==> src/rtl/mem_pkg.sv <==
// Shared definitions for the line-refill path: line geometry helpers and the
// refill arbiter state encoding.
package mem_pkg;

  localparam int DEF_NUM_BLOCKS = 4;
  localparam int DEF_BLOCK_SIZE = 4;

  function automatic int line_width(input int num_blocks, input int block_size);
    return 8 * num_blocks * block_size;
  endfunction

  function automatic int line_lob(input int num_blocks, input int block_size);
    return $clog2(num_blocks * block_size);
  endfunction

  localparam int LINE_W = line_width(DEF_NUM_BLOCKS, DEF_BLOCK_SIZE);
  localparam int LOB    = line_lob(DEF_NUM_BLOCKS, DEF_BLOCK_SIZE);

  localparam logic [1:0] ST_IDLE = 2'd0;
  localparam logic [1:0] ST_WAIT = 2'd1;
  localparam logic [1:0] ST_RESP = 2'd2;

endpackage

==> src/rtl/mem_refill_arb_rr_arb2.sv <==
// Two-way round-robin picker: when both request, the one not granted last wins.
module rr_arb2 (
  input  logic [1:0] req,
  input  logic       last,
  output logic [1:0] gnt,
  output logic       gnt_id
);

  assign gnt_id = (&req) ? ~last : req[1];

  for (genvar gi = 0; gi < 2; gi++) begin : g_gnt
    assign gnt[gi] = req[gi] && (gnt_id == 1'(gi));
  end

endmodule

==> src/rtl/mem_refill_arb.sv <==
// Shares one line-refill memory port between two requesters: round-robin grant,
// single outstanding line fetch, abort tracking and a sticky WAIT watchdog.
module mem_refill_arb
  import mem_pkg::*;
#(
  parameter int NUM_BLOCKS = 4,
  parameter int BLOCK_SIZE = 4,
  parameter int TIMEOUT    = 1024,
  localparam int LINE_BITS = line_width(NUM_BLOCKS, BLOCK_SIZE)
) (
  input  logic                 clk,
  input  logic                 reset,
  input  logic                 req0_valid,
  input  logic [31:0]          req0_addr,
  output logic                 req0_ready,
  output logic [LINE_BITS-1:0] req0_rdata,
  input  logic                 req1_valid,
  input  logic [31:0]          req1_addr,
  output logic                 req1_ready,
  output logic [LINE_BITS-1:0] req1_rdata,
  output logic                 mem_req_valid,
  input  logic                 mem_req_ready,
  output logic [31:0]          mem_req_addr,
  input  logic [LINE_BITS-1:0] mem_req_rdata,
  output logic                 busy,
  output logic                 timeout_err
);

  localparam int OFF_BITS = line_lob(NUM_BLOCKS, BLOCK_SIZE);
  localparam logic [31:0] ALIGN_MASK = ~((32'd1 << OFF_BITS) - 32'd1);
  localparam int CNT_W = (TIMEOUT > 0) ? $clog2(TIMEOUT + 1) : 1;
  localparam logic [CNT_W-1:0] CNT_MAX = CNT_W'(TIMEOUT);

  logic [1:0]       state_q, state_d;
  logic             gnt_q, gnt_d;
  logic             rr_last_q, rr_last_d;
  logic             abort_q, abort_d;
  logic [CNT_W-1:0] cnt_q, cnt_d;
  logic             tout_q, tout_d;
  logic             mvalid_q, mvalid_d;
  logic [31:0]      maddr_q, maddr_d;

  logic [1:0]  req_valid;
  logic [31:0] req_addr [2];
  logic [1:0]  pick_gnt;
  logic        pick_id;
  logic        abort_now;
  logic        deliver;

  assign req_valid   = {req1_valid, req0_valid};
  assign req_addr[0] = req0_addr;
  assign req_addr[1] = req1_addr;

  rr_arb2 u_rr (
    .req    (req_valid),
    .last   (rr_last_q),
    .gnt    (pick_gnt),
    .gnt_id (pick_id)
  );

  // A requester that lets go of valid mid-fetch has its line discarded on return.
  assign abort_now = abort_q | ~req_valid[gnt_q];
  assign deliver   = (state_q == ST_WAIT) && mem_req_ready && !abort_now;

  always_comb begin
    state_d   = state_q;
    gnt_d     = gnt_q;
    rr_last_d = rr_last_q;
    abort_d   = abort_q;
    cnt_d     = cnt_q;
    tout_d    = tout_q;
    mvalid_d  = mvalid_q;
    maddr_d   = maddr_q;
    unique case (state_q)
      ST_IDLE: begin
        if (|pick_gnt) begin
          gnt_d     = pick_id;
          rr_last_d = pick_id;
          maddr_d   = req_addr[pick_id] & ALIGN_MASK;
          mvalid_d  = 1'b1;
          abort_d   = 1'b0;
          cnt_d     = '0;
          state_d   = ST_WAIT;
        end
      end
      ST_WAIT: begin
        abort_d = abort_now;
        if (mem_req_ready) begin
          mvalid_d = 1'b0;
          cnt_d    = '0;
          state_d  = ST_RESP;
        end else if (TIMEOUT != 0 && cnt_q != CNT_MAX) begin
          // Counter saturates at the limit so the flag stays meaningful.
          cnt_d = cnt_q + 1'b1;
          if (cnt_d == CNT_MAX) tout_d = 1'b1;
        end
      end
      ST_RESP: state_d = ST_IDLE;
      default: state_d = ST_IDLE;
    endcase
  end

  always_ff @(posedge clk) begin
    if (reset) begin
      state_q   <= ST_IDLE;
      gnt_q     <= 1'b0;
      rr_last_q <= 1'b1;
      abort_q   <= 1'b0;
      cnt_q     <= '0;
      tout_q    <= 1'b0;
      mvalid_q  <= 1'b0;
      maddr_q   <= '0;
    end else begin
      state_q   <= state_d;
      gnt_q     <= gnt_d;
      rr_last_q <= rr_last_d;
      abort_q   <= abort_d;
      cnt_q     <= cnt_d;
      tout_q    <= tout_d;
      mvalid_q  <= mvalid_d;
      maddr_q   <= maddr_d;
    end
  end

  for (genvar gi = 0; gi < 2; gi++) begin : g_chan
    logic                 ready_q;
    logic [LINE_BITS-1:0] rdata_q;
    always_ff @(posedge clk) begin
      if (reset) begin
        ready_q <= 1'b0;
        rdata_q <= '0;
      end else begin
        ready_q <= deliver && (gnt_q == 1'(gi));
        if (deliver && (gnt_q == 1'(gi))) rdata_q <= mem_req_rdata;
      end
    end
  end

  assign req0_ready    = g_chan[0].ready_q;
  assign req0_rdata    = g_chan[0].rdata_q;
  assign req1_ready    = g_chan[1].ready_q;
  assign req1_rdata    = g_chan[1].rdata_q;
  assign mem_req_valid = mvalid_q;
  assign mem_req_addr  = maddr_q;
  assign busy          = (state_q != ST_IDLE);
  assign timeout_err   = tout_q;

endmodule
==> config.mk <==
export PLATFORM = sky130hd
export DESIGN_NAME = mem_refill_arb
export DESIGN_NICKNAME = d
export VERILOG_FILES = /design/src/rtl/mem_pkg.sv /design/src/rtl/mem_refill_arb_rr_arb2.sv /design/src/rtl/mem_refill_arb.sv
export SDC_FILE = /design/constraint.sdc
export NUM_CORES = 1
export LEC_CHECK = 0
export CORE_AREA = 2 2 191 193
export CTS_CLUSTER_SIZE = 30
export DETAILED_ROUTE_END_ITERATION = 12
export DIE_AREA = 0 0 193 195
export GPL_ROUTABILITY_DRIVEN = 0
export REMOVE_ABC_BUFFERS = 1
export SYNTH_ARGS = -nofsm -noshare
export SYNTH_HDL_FRONTEND = slang
export SYNTH_SLANG_ARGS = --single-unit
==> constraint.sdc <==
create_clock -name clk -period 2.3 [get_ports clk]
set_input_delay 0.46 -clock clk [delete_from_list [all_inputs] [get_ports clk]]
set_output_delay 0.46 -clock clk [all_outputs]
set_load 0.01 [all_outputs]
==> summary.txt <==
Cells and area
  – Area occupied by multi-input gates: around 0.0045 mm²
  – Layout cells sized above 1: 0.0614
  – FF+latch area: ~0.0061 mm²
  – Fillers: around 3500
  – Nets: 2034
  – Area grow syn2layout: 59.0%
  – Antenna cells: 0

Critical path
  – Worst EP required: about 1.8 ns
  – Crit end category: output pin
  – Setup CP Type: flip-flop to output pin
  – Crit path launch type: flip-flop
  – Crit path max fanout: 8
  – WP data arrival: between 1.5 and 2 ns

Yosys
  – Synth warn: 0
  – Most common cell in the netlist: nand2_1
  – Async S/R FF share, synth: 0
  – Synth cell types: 45
  – Top post-synthesis cells by area: dfxtp_1, nand2_1, a21oi_1
  – Seq/Total Area, Yosys: 0.549
  – Yosys top cell by area: dfxtp_1
  – Cell area after synthesis: 0.0111 mm²
  – FF+latch count, synth: 304
  – Post-synth EDFFs: 0
  – Primary FF master, synth: dfxtp_1
  – Synth Area per Inst: around 8 µm²
  – Synth top area share: 0.549
  – Cells after Synth: approximately 1400
  – Top cells by count, synth: nand2_1, dfxtp_1, a21oi_1

Route
  – ANT nets after route: 0
  – Routed wl met3: between 3 and 4 mm
  – Final WL: around 38 mm
  – First drt pass iteration count: 5
  – Met2 wire len: 18.1 mm
  – WL per Instance: 16.4 µm
  – DRC: 0
  – Highest routed layer: met4
  – Vias per cell: 4.72
  – DR iter-0 viols: about 470
  – DR vias: roughly 11000
  – DRT met1 WL: around 15 mm

Global route
  – Initial antenna violation count: 0
  – Total track usage: 0.194
  – First-pass GRT wire length: slightly below 60 mm
  – GR Overflow Total: 0
  – Vias in the first global route: around 11000
  – Pin count of the biggest net entering global routing: 77

Floorplan
  – Die height: slightly below 200 µm
  – Site Rows: 69
  – Starting Density: 0.313
  – Die footprint: 0.0376 mm²
  – IO Pins: 490
  – Core area: around 0.035 mm²
  – Die Span X: a little under 200 µm

CTS
  – CTS tree: built
  – Setup Buffers After CTS: 0
  – Number of H-tree levels: 2
  – Clock Latency Late Sink: around 0.5 ns
  – Max Buffers Root-to-Sink: 3
  – Clock root buffer: clkbuf_16
  – Clk slew on worst S/H paths: around 0.060 ns
  – # hold bufs at CTS: 0
  – # clock sinks: just over 300
  – Num CTS Buffers: 35

Timing
  – Setup tns final: 0 ns
  – Slew headroom: 0.593
  – Period minus WS final: ~2.2 ns
  – Setup Skew: 0.0146 ns
  – Setup violations, final: 0
  – Fin crit share: 0.938
  – Final Worst Setup Slack: 0.142 ns
  – RSZ-0062 raised after global routing: no
  – Final Hold Viols: 0
  – Worst Tran Pin Value: between 0.6 and 0.7 ns
  – Highest Clock Rate: 463 MHz
  – Fin. max-slew vios: 0

Placed design
  – IO Port Bufs: about 480
  – Dpl hpwl: 27.4 mm
  – Dpl ws: around 0.059 ns

Power and ir drop
  – Peak supply drop: between 0.0004 and 0.0005 V
  – Leakage: ~0.006 µW
  – PD cells: roughly 690 mW/mm²

Status
  – Status: completed

Run
  – Max-cap violations: 0

Min path
  – Worst hold path class: primary input to flip-flop
==> flip-flops by register name, indices dropped and copies added, names as in the netlist <==
register and cells:
abort_q 1, mem_req_addr 28, rr_last_q 1, req1_ready 1, mem_req_valid 1, state_q 2, req0_ready 1, req1_rdata 128
req0_rdata 128, gnt_q 1, timeout_err 1, cnt_q 11
==> through the flow <==
step | instance area (µm²) | utilization | power [µW] | instances | hold slack, ns
global route | 17600 | 0.498 | 12600 | 2317 | 0.318
finish | 17600 | 0.498 | 12100 | 2317 | 0.326
detailed placement | 16500 | 0.467 | 6910 | 2258 | 0.446
global placement | 16500 | 0.467 | 6890 | 2258 | 0.440
floorplan | 10600 | - | 5990 | 1276 | 0.458
CTS | 17600 | 0.498 | 12300 | 2317 | 0.300
==> repair_timing <==
| item | 4_1_cts | 5_1_grt |
|---|---|---|
| gates cloned | 0 | 0 |
| setup endpoints to repair | 1 | 1 |
| gates resized for setup | 2 | 1 |
| pin swaps | 0 | 0 |
==> cells by family after synthesis <==
group	synth area share
other	0.000338
AND/OR/NAND/NOR	0.213
buffers and inverters	0.0491
flip-flops	0.549
adder cells (fa/ha/maj)	0.00338
multiplexers	0.0262
XOR/XNOR	0.00158
AO/OA/AOI/OAI	0.158
==> critical path, stage by stage (launching register included) <==
cell and delay (ns):
dfxtp_2 0.40, nor2_2 0.08, inv_1 0.14, clkdlybuf4s50_1 0.57
==> path summary, 6_finish.rpt <==
check        cells past startpoint                          end                        start  slack [ns]
max                              3                         busy      state_q[1]$_SDFFE_PP0P_        0.14
min                              2  req1_rdata[87]$_SDFFE_PP0P_                        reset        0.33
max reg2reg                      5        cnt_q[2]$_SDFFE_PP0P_        cnt_q[7]$_SDFFE_PP0P_        0.36
min reg2reg                      2  req1_rdata[18]$_SDFFE_PP0P_  req1_rdata[18]$_SDFFE_PP0P_        0.45
==> power breakdown <==
| part | internal [µW] | switching (µW) | total [µW] |
|---|---|---|---|
| clock network | 3200 | 2130 | 5330 |
| logic | 710 | 588 | 1300 |
| registers | 5410 | 78.1 | 5490 |
==> routing by layer <==
metal,vias up,global-route usage
met3,78,0.0633
li1,5428,-
met4,0,0.0735
met5,-,0
met1,5008,0.222
met2,411,0.334
==> cells in the final DEF (no fill, tap or decap), drive strengths merged, types with 2 or more instances in the layout <==
cell type and count:
nand3 9, nand2 521, nor2 44, a211oi 36, nor3 5, nor4 3, nand3b 2, clkdlybuf4s50 476
clkbuf 51, o21bai 2, conb 4, or2 2, ha 3, inv 8, nor2b 3, mux2i 29
nand4 3, dfxtp 304, o21ai 7, and3 3, a31oi 2, clkinvlp 2, buf 45, a21oi 272
clkinv 4
==> final cells by class <==
type                            count  area share
Clock buffer                       51      0.0582
Timing Repair Buffer              521       0.302
Clock inverter                      8     0.00440
Sequential cell                   304       0.345
Inverter                            7     0.00149
Multi-Input combinational cell    965       0.256
Tap cell                          461      0.0327
No activity file was read; power rests on OpenSTA's default activity.
